`src/rtl/mem_req_pkg.sv`:
```
// Shared types and constants for the data-memory request controller.
// Optional feature macro: MEM_RMW_EN (adds the read-modify-write states).
package mem_req_pkg;

   localparam int unsigned TIMEOUT_DEF = 16;

   localparam logic [1:0] SZ_BYTE = 2'b00;
   localparam logic [1:0] SZ_HALF = 2'b01;
   localparam logic [1:0] SZ_WORD = 2'b10;

   typedef enum logic [2:0] {
      ST_IDLE   = 3'd0,
      ST_ACCESS = 3'd1,
`ifdef MEM_RMW_EN
      ST_RMW_RD = 3'd3,
      ST_RMW_WR = 3'd4,
`endif
      ST_RESP   = 3'd2
   } state_e;

   // Size code 2'b11 is treated as a word access.
   function automatic logic is_misaligned(input logic [1:0] size, input logic [1:0] off);
      if (size == SZ_BYTE) begin
         return 1'b0;
      end else if (size == SZ_HALF) begin
         return off[0];
      end
      return off != 2'b00;
   endfunction

endpackage

```
`src/rtl/mem_rmw_merge.sv`:
```
// Byte/half lane extract (loads) and lane merge (stores) on a 32-bit word.
// Only present when MEM_RMW_EN is defined.
//   word_i   : word read from memory
//   data_i   : store data; low byte or half is the lane payload
//   off_i    : byte offset within the word
//   size_i   : access size code
//   ext_o    : addressed lane, zero-extended
//   merged_o : word_i with the addressed lane replaced by data_i
`ifdef MEM_RMW_EN
module mem_rmw_merge
   import mem_req_pkg::*;
(
   input  logic [31:0] word_i,
   input  logic [31:0] data_i,
   input  logic [1:0]  off_i,
   input  logic [1:0]  size_i,
   output logic [31:0] ext_o,
   output logic [31:0] merged_o
);

   always_comb begin
      ext_o    = word_i;
      merged_o = data_i;
      if (size_i == SZ_BYTE) begin
         ext_o    = {24'h0, word_i[{off_i, 3'b000} +: 8]};
         merged_o = word_i;
         merged_o[{off_i, 3'b000} +: 8] = data_i[7:0];
      end else if (size_i == SZ_HALF) begin
         ext_o    = {16'h0, word_i[{off_i[1], 4'b0000} +: 16]};
         merged_o = word_i;
         merged_o[{off_i[1], 4'b0000} +: 16] = data_i[15:0];
      end
   end

endmodule
`endif

```
`src/rtl/mem_req_ctrl.sv`:
```
// Initiator-side controller for a stalling, ready-handshaked 32-bit data memory.
// Takes one load/store at a time, holds the memory request until mem_ready,
// and returns data plus error/timeout status over a valid/ready response.
// Optional feature macro: MEM_RMW_EN (sub-word accesses, store via read-modify-write).
// Ports:
//   clk, rst                     clock, async active-low reset
//   req_valid/req_ready          request handshake; req_wr/addr/wdata/size payload
//   rsp_valid/rsp_ready          response handshake; rsp_rdata/err/timeout payload
//   mem_enable/wr/addr/wdata     memory request, held until mem_ready
//   mem_rdata/mem_ready/mem_err  memory completion
module mem_req_ctrl
   import mem_req_pkg::*;
#(
   parameter int unsigned TIMEOUT = TIMEOUT_DEF,
   parameter int unsigned CNT_W   = 5
) (
   input  logic        clk,
   input  logic        rst,
   input  logic        req_valid,
   output logic        req_ready,
   input  logic        req_wr,
   input  logic [15:0] req_addr,
   input  logic [31:0] req_wdata,
   input  logic [1:0]  req_size,
   output logic        rsp_valid,
   input  logic        rsp_ready,
   output logic [31:0] rsp_rdata,
   output logic        rsp_err,
   output logic        rsp_timeout,
   output logic        mem_enable,
   output logic        mem_wr,
   output logic [15:0] mem_addr,
   output logic [31:0] mem_wdata,
   input  logic [31:0] mem_rdata,
   input  logic        mem_ready,
   input  logic        mem_err
);

   state_e            state_q, state_d;
   logic [CNT_W-1:0]  cnt_q, cnt_d;
   logic              wr_q, wr_d;
   logic [15:0]       addr_q, addr_d;
   logic [31:0]       wdata_q, wdata_d;
   logic [31:0]       rdata_q, rdata_d;
   logic              err_q, err_d;
   logic              tmo_q, tmo_d;
   logic              timed_out_c;
   logic              mem_wr_c;
   logic [1:0]        acc_size_c;
   logic [31:0]       load_data_c;
   logic [15:0]       mem_addr_c;

`ifdef MEM_RMW_EN
   logic [1:0]        size_q, size_d;
   logic [31:0]       merged_c;

   assign acc_size_c = req_size;
   assign mem_addr_c = {addr_q[15:2], 2'b00};

   mem_rmw_merge u_merge (
      .word_i   (mem_rdata),
      .data_i   (wdata_q),
      .off_i    (addr_q[1:0]),
      .size_i   (size_q),
      .ext_o    (load_data_c),
      .merged_o (merged_c)
   );
`else
   logic unused_size;

   assign unused_size = ^req_size;
   assign acc_size_c  = SZ_WORD;
   assign mem_addr_c  = addr_q;
   assign load_data_c = mem_rdata;
`endif

   // Last allowed wait cycle of a memory phase.
   assign timed_out_c = (cnt_q == CNT_W'(TIMEOUT - 1));

   // State register and captured request / response payload.
   always_ff @(posedge clk or negedge rst) begin
      if (!rst) begin
         state_q <= ST_IDLE;
         cnt_q   <= '0;
         wr_q    <= 1'b0;
         addr_q  <= '0;
         wdata_q <= '0;
         rdata_q <= '0;
         err_q   <= 1'b0;
         tmo_q   <= 1'b0;
`ifdef MEM_RMW_EN
         size_q  <= SZ_WORD;
`endif
      end else begin
         state_q <= state_d;
         cnt_q   <= cnt_d;
         wr_q    <= wr_d;
         addr_q  <= addr_d;
         wdata_q <= wdata_d;
         rdata_q <= rdata_d;
         err_q   <= err_d;
         tmo_q   <= tmo_d;
`ifdef MEM_RMW_EN
         size_q  <= size_d;
`endif
      end
   end

   // Next-state and payload update.
   always_comb begin
      state_d = state_q;
      cnt_d   = cnt_q;
      wr_d    = wr_q;
      addr_d  = addr_q;
      wdata_d = wdata_q;
      rdata_d = rdata_q;
      err_d   = err_q;
      tmo_d   = tmo_q;
`ifdef MEM_RMW_EN
      size_d  = size_q;
`endif
      case (state_q)
         ST_IDLE: begin
            if (req_valid) begin
               wr_d    = req_wr;
               addr_d  = req_addr;
               wdata_d = req_wdata;
               rdata_d = '0;
               err_d   = 1'b0;
               tmo_d   = 1'b0;
               cnt_d   = '0;
`ifdef MEM_RMW_EN
               size_d  = req_size;
`endif
               if (is_misaligned(acc_size_c, req_addr[1:0])) begin
                  err_d   = 1'b1;
                  state_d = ST_RESP;
               end else begin
                  state_d = ST_ACCESS;
`ifdef MEM_RMW_EN
                  if (req_wr && !req_size[1]) begin
                     state_d = ST_RMW_RD;
                  end
`endif
               end
            end
         end
         ST_ACCESS: begin
            if (mem_ready) begin
               err_d   = mem_err;
               rdata_d = (!wr_q && !mem_err) ? load_data_c : 32'h0;
               state_d = ST_RESP;
            end else if (timed_out_c) begin
               err_d   = 1'b1;
               tmo_d   = 1'b1;
               state_d = ST_RESP;
            end else begin
               cnt_d = cnt_q + CNT_W'(1);
            end
         end
`ifdef MEM_RMW_EN
         ST_RMW_RD: begin
            // A failed read aborts the store before anything is written.
            if (mem_ready) begin
               if (mem_err) begin
                  err_d   = 1'b1;
                  state_d = ST_RESP;
               end else begin
                  wdata_d = merged_c;
                  cnt_d   = '0;
                  state_d = ST_RMW_WR;
               end
            end else if (timed_out_c) begin
               err_d   = 1'b1;
               tmo_d   = 1'b1;
               state_d = ST_RESP;
            end else begin
               cnt_d = cnt_q + CNT_W'(1);
            end
         end
         ST_RMW_WR: begin
            if (mem_ready) begin
               err_d   = mem_err;
               state_d = ST_RESP;
            end else if (timed_out_c) begin
               err_d   = 1'b1;
               tmo_d   = 1'b1;
               state_d = ST_RESP;
            end else begin
               cnt_d = cnt_q + CNT_W'(1);
            end
         end
`endif
         ST_RESP: begin
            // Payload clears on handshake so it reads 0 while idle.
            if (rsp_ready) begin
               rdata_d = '0;
               err_d   = 1'b0;
               tmo_d   = 1'b0;
               state_d = ST_IDLE;
            end
         end
         default: state_d = ST_IDLE;
      endcase
   end

`ifdef MEM_RMW_EN
   assign mem_wr_c = (state_q == ST_RMW_WR) || ((state_q == ST_ACCESS) && wr_q);
`else
   assign mem_wr_c = (state_q == ST_ACCESS) && wr_q;
`endif

   // Memory and handshake outputs are decodes of the state register.
   assign mem_enable  = (state_q != ST_IDLE) && (state_q != ST_RESP);
   assign mem_wr      = mem_wr_c;
   assign mem_addr    = mem_enable ? mem_addr_c : 16'h0;
   assign mem_wdata   = mem_wr_c ? wdata_q : 32'h0;
   assign req_ready   = (state_q == ST_IDLE);
   assign rsp_valid   = (state_q == ST_RESP);
   assign rsp_rdata   = rdata_q;
   assign rsp_err     = err_q;
   assign rsp_timeout = tmo_q;

endmodule

```
`config.mk`:
```
export PLATFORM = sky130hd
export DESIGN_NAME = mem_req_ctrl
export DESIGN_NICKNAME = d
export VERILOG_FILES = /design/src/rtl/mem_req_pkg.sv /design/src/rtl/mem_rmw_merge.sv /design/src/rtl/mem_req_ctrl.sv
export SDC_FILE = /design/constraint.sdc
export NUM_CORES = 1
export LEC_CHECK = 0
export CAP_MARGIN = 20
export CORE_ASPECT_RATIO = 1.5
export CORE_UTILIZATION = 40
export DETAILED_ROUTE_END_ITERATION = 6
export GPL_TIMING_DRIVEN = 0
export PLACE_DENSITY = 0.76
export SETUP_SLACK_MARGIN = 0.2
export SLEW_MARGIN = 20
export SYNTH_ARGS = -nofsm -noshare
export SYNTH_HDL_FRONTEND = slang
export SYNTH_HIERARCHICAL = 1
export SYNTH_SLANG_ARGS = --single-unit
```
`constraint.sdc`:
```
create_clock -name clk -period 2.4 [get_ports clk]
set_clock_uncertainty 0.15 [all_clocks]
set_input_delay 0.48 -clock clk [delete_from_list [all_inputs] [get_ports clk]]
set_output_delay 0.48 -clock clk [all_outputs]
set_load 0.05 [all_outputs]
```
==> results by group, run 1 <==
Run status
  • Outcome: complete, no violations

Setup path
  • Reg2Reg Setup Slack: 0.28 ns
  • Required @ worst endpoint: 1.77 ns
  • WS Path Type: flip-flop to output pin
  • Crit end category: output pin
  • CP Cell Sequence: inv_2 > ha_2 > buf_6 > clkbuf_16 > clkbuf_8 > and3_4 > buf_8
  • CP Launch Type: flip-flop
  • Crit-path max cell delay: 0.41 ns
  • WP data arrival: 1.73 ns
  • Critical-path maximum fanout: 7
  • Critical-path top delay cell: dfrtp_1

Power
  • Power Dens Cells: 1200 mW/mm2
  • VDD IR max: 580 uV
  • Leakage Power: 0.00315 uW
  • Clock network power share: 16.6%
  • Power consumption: 8390 uW
  • Gate power share: 56.2%
  • Internal power: 5210 uW
  • Switch Pwr: 3180 uW
  • Flop pwr share: 27.2%
  • Sw frac: 37.9%

Drt
  • Routed len/inst: 16.7 um
  • DRT antenna net count: 0
  • WL final: 11.4 mm
  • TritonRoute pass-1 iters: 4
  • DRC Markers: 0
  • Vias post-DR: 3428
  • Initial DRC count: 135
  • Vias per inst: 5.00

Clocking
  • Clock Pin Slew Worst Setup and Hold Paths: 0.06 ns
  • CTS H-tree lvls: 3
  • Clock buffer depth: 2
  • TritonCTS clock tree: done
  • Clk root buf: clkbuf_16
  • Clock sink count: 90
  • Clk Latency, worst-skew pair: 0.34 ns
  • TritonCTS Buffers: 9

Die
  • Chip width: 85.5 um
  • Row count: 45
  • I/O pin count: 175
  • Die area: 0.0109 mm2
  • Initial Util: 41.2%
  • Die Ht: 127 um
  • Core area: 0.0101 mm2

Logic synthesis
  • Syn Area/Cell: 11.7 um2
  • #FFs+latches synth: 90
  • Yosys top cell area share: 53.9%
  • Sequential share of the synthesized area: 53.9%
  • Post-Syn Area: 0.00418 mm2
  • Most frequent cell after synthesis: dfrtp_1
  • Syn. warnings: 6
  • Syn Nets: 450
  • Synth cell types: 34
  • Yosys top cell by area: dfrtp_1
  • Commonest cells post-synth: dfrtp_1, mux2_2, inv_1, mux2i_1, nand2_1
  • Leading post-synthesis cells by cell area: dfrtp_1, mux2_2, mux2i_1
  • Async set-reset flop share out of synthesis: 100%
  • Main synth FF type: dfrtp_1
  • EDFF count, synth: 0
  • Syn Inst Count: 356

Timing
  • RSZ-0062 raised after global routing: true
  • Crit share post-route: 98.3%
  • Slew @ Worst Pin: 0.560 ns
  • Max-slew violation count: 0
  • Number of hold violations in the final report: 0
  • Slew HR: 62.5%
  • Peak Freq: 424 MHz
  • Endpoints failing setup: 0
  • Setup ws final: 0.0403 ns
  • Worst hold slack: 0.342 ns
  • Fin crit period: 2.36 ns

Final layout
  • Fraction of layout cells with a size suffix above 1: 35.9%
  • Area Growth Syn to Fin: 67.6%
  • Number of diodes: 0
  • Final Cell Area: 0.00700 mm2
  • Final nets: 657

Flow run
  • Max-Cap Viols: 0

Global route
  • Gr ovfl total: 0
  • First-pass GRT wire length: 18.0 mm
  • GRT Total Usage: 21.5%
  • Largest net degree at the start of global routing: 73
  • Initial antenna violation count: 0
  • Vias in the first global route: 3665

Place
  • Gpl congestion: 0.808
  • Port Buffers: 172
  • Placed instance area: 0.00611 mm2
  • Detail Placement HPWL: 7.83 mm
  • Dpl ws: -0.831 ns

Min path
  • Hold/Removal Path Class: flip-flop to flip-flop
state kept, by name, indices dropped and copies added (netlist names):
register     flops
rsp_err          1
wdata_q         32
addr_q          16
wr_q             1
cnt_q            5
state_q          2
rsp_rdata       32
rsp_timeout      1
layout make-up:
cell class	count	area, um2
plain buffers	21	205
clock buffers	9	225
clock inverters	7	68.8
fillers	730	3130
inverters	36	135
multi-input cells	210	1830
flip-flops and latches	90	2250
well taps	117	146
repair buffers	195	2150
worst max-delay path: cells and delay by family (launching register included):
kind	cells	cell delay, ns
fa+ha+maj	1	0.16
buf+inv	5	0.63
flops	1	0.41
simple gates	1	0.19
cell usage in the layout, fill, tap and decap left out, types with 4 or more instances in the layout:
| cell | n |
|---|---|
| clkdlybuf4s50_1 | 117 |
| dfrtp_1 | 90 |
| mux2_2 | 49 |
| nand2_1 | 35 |
| inv_1 | 34 |
| mux2i_1 | 33 |
| buf_6 | 32 |
| buf_8 | 24 |
| and3_1 | 18 |
| buf_4 | 15 |
| clkbuf_16 | 13 |
| and3_4 | 13 |
| and2_4 | 11 |
| clkbuf_1 | 4 |
| clkbuf_8 | 4 |
| buf_2 | 4 |
| ha_2 | 4 |
kinds of logic (layout without fill, tap and decap cells):
logic type / after synthesis / in the layout / synth area share, %
buffers and inverters: 57 / 268 / 5.99
multiplexers: 84 / 84 / 21.6
AND/OR/NAND/NOR: 104 / 105 / 13.6
AO/OA/AOI/OAI: 16 / 16 / 3.41
adder cells (fa/ha/maj): 5 / 5 / 1.50
flip-flops: 90 / 90 / 53.9
per-layer routing:
| layer | vias up | global-route usage, % | part of all wire [%] |
|---|---|---|---|
| met5 | - | 0 | 0 |
| met4 | 0 | 13.4 | 4.9 |
| met3 | 34 | 3.88 | 4.7 |
| met2 | 115 | 39.4 | 55 |
| met1 | 1672 | 22.4 | 35 |
| li1 | 1607 | - | - |
stage by stage:
stage / TNS [ns] / utilization [%] / instances
after CTS: 0 / 66.9 / 674
final: 0 / 69.1 / 685
after floorplan: 0 / - / 356
after global placement: -260.63 / 60.0 / 645
after detailed placement: -24.56 / 60.3 / 646
after global routing: -0.460 / 69.1 / 685
power groups by stage:
stage / clock network (uW) / logic, uW / registers, uW
detailed placement: 0 / 3650 / 2280
CTS: 1430 / 4190 / 2270
global placement: 0 / 3580 / 2250
global route: 1490 / 4970 / 2350
floorplan: 0 / 2490 / 2360
finish: 1390 / 4710 / 2280
worst paths after layout:
kind,start,end,cells after the start
worst max register to register,state_q[0],rsp_rdata[3],9
max in group asynchronous,rst,rsp_rdata[10],3
min in group asynchronous,rst,wdata_q[16],2
worst min-delay path,cnt_q[4],cnt_q[4],1
worst min register to register,cnt_q[4],cnt_q[4],1
worst max-delay path,state_q[1],mem_wdata[21],7
timing repair:
action,4_1_cts,5_1_grt
gates resized for setup,417,34
pin swaps,2,4
hold buffers,1,0
setup endpoints to repair,60,130
hold endpoints to repair,18,0
setup buffers,8,8
gates cloned,3,3
No activity file was read; power rests on OpenSTA's default activity.
==> inputs of run 2 (changes only) <==
Settings changed: ABC_CLOCK_PERIOD_IN_PS set to 2400, CORE_MARGIN set to 8, CORE_UTILIZATION 40 to 43, PLACE_DENSITY 0.76 to 0.81.
==> run 2 against run 1 <==
Combinational power rose by 10%. Critical path depth rose by 1. Sequential power barely moved. Via count rose by 2.3%. The run now ends with negative setup slack left. Flip-flop and latch count did not move. First-iteration DRC count fell by 27%.
==> results by group, run 2 (synthesis gave the netlist of run 1 again) <==
Global route
  • Vias in the first global route: 3717 (+1.4%)
  • Gr ovfl total: 0 (unchanged)
  • First-pass GRT wire length: 19.2 mm (+6.9%)
  • Largest net degree at the start of global routing: 51 (-30%)
  • GRT Total Usage: 19.1% (-2.4 points)
  • Initial antenna violation count: 0 (unchanged)

Timing
  • Endpoints failing setup: 11 (+11)
  • Slew @ Worst Pin: 0.563 ns (+0.00280 ns)
  • Max-slew violation count: 0 (unchanged)
  • Slew HR: 62.3% (-0.19 points)
  • Crit share post-route: 101% (+2.7 points)
  • Setup ws final: -0.0245 ns (-0.0649 ns)
  • Fin crit period: 2.42 ns (+0.0649 ns)
  • RSZ-0062 raised after global routing: true
  • Number of hold violations in the final report: 0 (unchanged)
  • Peak Freq: 412 MHz (-2.7%)
  • Setup TNS Final: -0.189 ns (-0.189 ns)

Drt
  • DRC Markers: 0 (unchanged)
  • DRT antenna net count: 0 (unchanged)
  • Initial DRC count: 98 (-27%)
  • Routed len/inst: 19.1 um (+15%)
  • WL final: 13.2 mm (+16%)
  • Vias per inst: 5.07 (+1.4%)
  • Vias post-DR: 3506 (+2.3%)
  • TritonRoute pass-1 iters: 4 (unchanged)

Clocking
  • TritonCTS clock tree: done
  • Clk root buf: clkbuf_16
  • Clock sink count: 90 (unchanged)
  • TritonCTS Buffers: 9 (unchanged)
  • Clock buffer depth: 2 (unchanged)
  • CTS H-tree lvls: 3 (unchanged)
  • Clk Latency, worst-skew pair: 0.34 ns (about the same)
  • Clock Pin Slew Worst Setup and Hold Paths: 0.06 ns (about the same)

Setup path
  • Critical-path top delay cell: dfrtp_1
  • Crit-path max cell delay: 0.41 ns (about the same)
  • CP Cell Sequence: inv_2 > ha_4 > buf_8 > nor2_4 > buf_12 > buf_8 > and2_4 > buf_8
  • CP startpoint: state_q[0]
  • CP Launch Type: flip-flop
  • Required @ worst endpoint: 1.77 ns (about the same)
  • WP data arrival: 1.79 ns (+0.06 ns)
  • Cell mode on critical path: buf_8
  • Critical-path maximum fanout: 6 (-1)
  • Crit end category: output pin
  • WS Path Type: flip-flop to output pin
  • Reg2reg start: state_q[0]

Final layout
  • Fill count: 615 (-16%)
  • Final Util: 75.4% (+6.3 points)
  • Final nets: 665 (+1.2%)
  • Number of diodes: 0 (unchanged)
  • Fraction of layout cells with a size suffix above 1: 37.7% (+1.8 points)
  • Final Cell Area: 0.00722 mm2 (+3.1%)
  • Most frequent cells in the layout: clkdlybuf4s50_1, dfrtp_1, mux2_2, buf_8, mux2i_1
  • Post-Layout Cell Count: 691 (+0.88%)
  • Most common cell after layout, fill and taps aside: clkdlybuf4s50_1
  • Area Growth Syn to Fin: 72.8%

Power
  • Power Dens Cells: 1230 mW/mm2 (+2.9%)
  • VDD IR max: 1150 uV (+97%)
  • Leakage Power: 0.00323 uW (+2.8%)
  • Power consumption: 8900 uW (+6.1%)

Die
  • I/O pin count: 175 (unchanged)
  • Die Ht: 137 um (+7.5%)
  • Core area: 0.00958 mm2 (-5.5%)
  • Row count: 44 (-2.2%)
  • Chip width: 96.5 um (+13%)
  • Initial Util: 43.6% (+2.4 points)
  • Die area: 0.0132 mm2 (+21%)

Run status
  • Outcome: complete, but fails checks
  • Violated checks: negative setup slack

Place
  • Placed Cells: 644 (-0.31%)
  • Port Buffers: 172 (unchanged)
  • Gpl congestion: 0.803 (-0.51%)
  • Detail Placement HPWL: 8.92 mm (+14%)
  • Placed instance area: 0.00611 mm2 (about the same)

Min path
  • Hold path start: cnt_q[4]
  • Hold/Removal Path Class: flip-flop to flip-flop

Flow run
  • Max-Cap Viols: 0 (unchanged)
==> run 2: what timing repair did <==
action | 4_1_cts | 5_1_grt
setup buffers | 7 | 17
setup endpoints to repair | 82 | 94
hold endpoints to repair | 40 | 0
cloned | 2 | 4
gates resized for setup | 413 | 81
pin swaps | 12 | 12
hold buffers | 1 | 0
==> run 2: worst paths after layout <==
check                                end  cells past startpoint  slack [ns]
setup / recovery            mem_addr[11]                      8       -0.02
hold / removal                  cnt_q[4]                      1        0.35
setup reg to reg            rsp_rdata[3]                     10        0.02
hold reg to reg                 cnt_q[4]                      1        0.35
max in group asynchronous  rsp_rdata[31]                      3        1.06
min in group asynchronous    wdata_q[29]                      2        0.47
==> run 2: per-stage QoR <==
stage / worst slack (ns) / hold slack [ns]
finish: -0.0245 / 0.348
global route: -0.0731 / 0.367
CTS: 0.0251 / 0.351
detailed placement: -0.846 / 0.267
global placement: -2.60 / 0.325
floorplan: 0.102 / 0.0344
==> run 2: layer usage <==
metal / track usage [%] / vias up / share of wire [%]
met5: 0 / - / 0
met3: 6.15 / 27 / 6.4
met4: 9.30 / 0 / 3.6
met2: 33.8 / 120 / 55
li1: - / 1623 / -
met1: 19.3 / 1736 / 35
==> run 2: critical path: cells and delay by family (launching register included) <==
kind                     cells  cell delay [ns]
flip-flops                   1             0.41
buffers and inverters        5             0.61
AND/OR/NAND/NOR              2             0.26
adder cells (fa/ha/maj)      1             0.18
==> run 2: final cells by class <==
cell class | instances | area (um2) | area share, %
clock buffers | 15 | 298 | 4.12
inverters | 36 | 135 | 1.87
well taps | 115 | 144 | 1.99
repair buffers | 203 | 2280 | 31.5
clock inverters | 1 | 5.00 | 0.0693
multi-input cells | 210 | 1880 | 26.0
flip-flops and latches | 90 | 2250 | 31.2
plain buffers | 21 | 235 | 3.26
==> run 2: where the power goes <==
group          switching, uW  total, uW  internal, uW
Clock                    561       1400           843
Combinational           2470       5180          2710
Sequential               291       2310          2020
Total                   3320       8900          5570
==> patch 1: new RTL, config.mk and constraints of run 1 <==
Re-encode `state_e` (3 states) as one-hot, 3 bits wide.
--- a/src/rtl/mem_req_pkg.sv
+++ b/src/rtl/mem_req_pkg.sv
@@ -9,13 +9,13 @@
    localparam logic [1:0] SZ_WORD = 2'b10;
 
    typedef enum logic [2:0] {
-      ST_IDLE   = 3'd0,
-      ST_ACCESS = 3'd1,
+      ST_IDLE   = 3'b001,
+      ST_ACCESS = 3'b010,
 `ifdef MEM_RMW_EN
       ST_RMW_RD = 3'd3,
       ST_RMW_WR = 3'd4,
 `endif
-      ST_RESP   = 3'd2
+      ST_RESP   = 3'b100
    } state_e;
 
    // Size code 2'b11 is treated as a word access.
Function: no difference found for any inputs over 10 cycles, from zero or initial values and one cycle with rst low; not proved beyond that.
==> patch 1 against run 1 <==
Setup slack lost 0.017 ns; design area up 1.7%; sequential cell count grew 1; first-iteration DRC count is 12% lower; clock power rose by 9%; synthesized area rose by 1.4%; total power decreased by 10%; wire length grew 2.1%.
==> patch 1: results <==
export IMPL_synthAdderAreaFrac_pct=0.590
export IMPL_switching_share_pct=38.2
export IMPL_grtUsageTotal_pct=21.7
export IMPL_wl_um=11700
export IMPL_syn_nets=461
export IMPL_drive_above_1_share_pct=36.9
export IMPL_post_cts_buffers=9
export IMPL_pre_cts_ws_ns=-0.643
export IMPL_cpMaxStageDelayCell="dfstp_2"
export IMPL_nFillCells=729
export IMPL_placed_cells=684
export IMPL_drt_iter0_markers=119
export IMPL_outcome="finished clean"
export IMPL_cts_resized=424
export IMPL_path_delay_family="flip-flops"
export IMPL_p_leak_nw=3.19
export IMPL_grt_util_met3_pct=5.67
export IMPL_synth_xor_area_share_pct=0.413
export IMPL_wl_met2_um=6130
export IMPL_gr_usage_met1_pct=23.7
export IMPL_p_clk_mw=1.51
export IMPL_clock_fmax_mhz=421
export IMPL_startpoint="state_q[0]"
export IMPL_synthMuxAreaShare_pct=20.8
export IMPL_ys_seq_area_share_pct=53.7
export IMPL_via_per_inst=4.88
export IMPL_grt_max_degree=80
export IMPL_synth_compound_area_share_pct=2.18
export IMPL_r2r_start="cnt_q[0]"
export IMPL_post_dp_cell_area_mm2=0.00617
export IMPL_crit_fanout=5
## patch 1: cell count changes after synthesis, sizes merged, moves of 3 or more
cell,run 1,this run
nor2,3,8
nand3b,0,4
and2,17,1
a21oi,1,4
clkbuf,12,6
nand2,35,41
nor2b,3,16
ha,5,2
buf,9,16
mux2i,35,32
inv,36,39
## patch 1: cell families (layout without fill, tap and decap cells)
group           Yosys count  in the layout
buf+inv                  61            271
mux                      82             82
flops                    91             91
simple gates            118            120
compound gates           14             14
xor+xnor                  2              2
fa+ha+maj                 2              2
## patch 1: area by class of cell
type                            count  area, um2  share of cell area [%]
Buffer                             22        190                    2.67
Clock buffer                        9        225                    3.16
Clock inverter                      7       92.6                    1.30
Inverter                           39        146                    2.05
Multi-Input combinational cell    220       1950                    27.3
Sequential cell                    91       2280                    32.0
Tap cell                          141        176                    2.48
Timing Repair Buffer              194       2070                    29.0
==> patch 2: new RTL, settings of run 1 <==
Without the edit above. Change the parameter `CNT_W` from 5 to 10.
--- a/src/rtl/mem_req_ctrl.sv
+++ b/src/rtl/mem_req_ctrl.sv
@@ -12,7 +12,7 @@
    import mem_req_pkg::*;
 #(
    parameter int unsigned TIMEOUT = TIMEOUT_DEF,
-   parameter int unsigned CNT_W   = 5
+   parameter int unsigned CNT_W   = 10
 ) (
    input  logic        clk,
    input  logic        rst,
Behaviour: same outputs for any inputs over 10 cycles, from zero or initial values and one cycle with rst low; that may be too few to reach the edited logic, so the function may still have changed.
==> patch 2 against run 1 <==
Synthesized area is 4.2% higher; wire length grew 17%; setup slack worse by 0.019 ns; clock power is 19% higher; global-route usage increased by 1.5 points; sequential cell count is 5 higher; via count increased by 16%; total power is 6.1% higher; non-clock buffer count grew 14; critical path depth did not move; design area up 8.7%; highest routed layer unchanged.
==> patch 2: results <==
export IMPL_postLayoutCellArea_mm2=0.00761
export IMPL_nonClockInverterCount=5
export IMPL_routabilityCongestion=0.854
export IMPL_power_mw=8.90
export IMPL_ys_types=38
export IMPL_nFillCells=749
export IMPL_hold_end="rsp_rdata[22]"
export IMPL_synthTopCellsByArea="dfrtp_1 (55%), mux2_2 (13%), nand2_1 (6.2%), and3_1 (4.7%), o21ai_0 (4.5%)"
export IMPL_n_antenna_cell=0
export IMPL_power_internal_mw=5.48
export IMPL_portBuffers=172
export IMPL_peakVddDrop_mv=0.802
export IMPL_hold_depth=2
export IMPL_p_leak_nw=3.28
export IMPL_synthArstFlopShare_pct=100
export IMPL_outcome="finished clean"
export IMPL_nNetsFinal=713
export IMPL_grt_max_degree=80
export IMPL_wl_um=13300
export IMPL_crit_fanout=7
export IMPL_seq_area_mm2=0.00238
export IMPL_routed_via_count=3967
export IMPL_synthTopCellsByCount="dfrtp_1 (95), nand2_1 (72), mux2_2 (50), o21ai_0 (39), and3_1 (33)"
export IMPL_p_clk_share_pct=18.6
export IMPL_r2r_start="state_q[0]"
export IMPL_rows=46
export IMPL_grt_pass1_wl_um=19800
export IMPL_drt_iter0_markers=236
export IMPL_seqPwrFrac_pct=26.9
export IMPL_h_tree_depth=3
export IMPL_seq_cell_count=95
export IMPL_multi_input_area_share_pct=28.0
export IMPL_placed_cells=725
export IMPL_syn_inst=408
export IMPL_buf_share_pct=33.6
export IMPL_via_per_inst=5.17
export IMPL_cp_data_arrival_time_ns=1.75
export IMPL_clk_pin_slew_ns=0.07
export IMPL_pre_cts_ws_ns=-0.904
export IMPL_reg2reg_slack_ns=0.19
export IMPL_hold_worst_slack_ns=0.334
export IMPL_cts_buffer_depth=2
export IMPL_worst_pin_slew_ns=0.557
export IMPL_cts_inserted_buffers=9
export IMPL_clock_buffers=10
export IMPL_syn_nets=501
export IMPL_drt_first_pass_iters=4
export IMPL_dpl_hpwl_um=8890
export IMPL_post_dp_cell_area_mm2=0.00635
export IMPL_clockNetworkAreaShare_pct=4.53
export IMPL_drive_above_1_share_pct=38.5
export IMPL_ys_seq_area_share_pct=54.6
export IMPL_worstHoldStart="rsp_rdata[22]"
export IMPL_buffers=230
export IMPL_grtUsageTotal_pct=23.0
export IMPL_multi_input_gates=279
export IMPL_r2r_end="rsp_err"
export IMPL_reg2reg_depth=10
patch 2: changes by cell type after synthesis, sizes merged, moves of 6 or more:
cell / before / now
nand2: 35 / 72
o21ai: 3 / 39
mux2i: 35 / 2
inv: 36 / 5
o31ai: 1 / 9
nor2: 3 / 9
patch 2: worst max-delay path: stages, from the launching register on:
cell	delay, ns
dfrtp_1	0.40
inv_2	0.11
ha_4	0.15
buf_8	0.10
clkbuf_16	0.16
clkbuf_16	0.15
and3_4	0.19
buf_8	0.14
patch 2: metal layers:
| layer | vias up | GRT usage, % | wire length, um |
|---|---|---|---|
| met1 | 1968 | 25.2 | 4800 |
| li1 | 1832 | - | - |
| met2 | 134 | 41.7 | 7410 |
| met3 | 33 | 5.00 | 615 |
| met4 | 0 | 11.2 | 478 |
| met5 | - | 0 | 0 |
patch 2: how the worst max path moves through the flow:
stage | from | end | depth (start not counted) | slack [ns]
2_1_floorplan | state_q[0] | mem_addr[10] | 6 | 0.14
3_3_place_gp | rst | wdata_q[17] | 1 | -2.84
3_5_place_dp | state_q[1] | mem_wdata[30] | 7 | -0.90
4_1_cts | state_q[1] | mem_wdata[23] | 7 | -0.005
5_1_grt | state_q[0] | mem_addr[10] | 7 | -0.02
6_report | state_q[1] | mem_wdata[6] | 7 | 0.02
patch 2: kinds of logic after synthesis:
group                    Yosys count  synth area share (%)
flip-flops                        95                  54.6
XOR/XNOR                           1                 0.201
AO/OA/AOI/OAI                     66                  9.23
buffers and inverters             35                  3.56
multiplexers                      52                  13.4
adder cells (fa/ha/maj)            4                  1.15
AND/OR/NAND/NOR                  155                  17.9
patch 2: repair_timing:
item                       in CTS  in global routing
setup endpoints to repair     134                 85
hold buffers                    1                  0
hold endpoints to repair       16                  0
cloned                          4                  4
pin swaps                       5                 16
setup buffers                  11                  8
resized for setup             463                 90
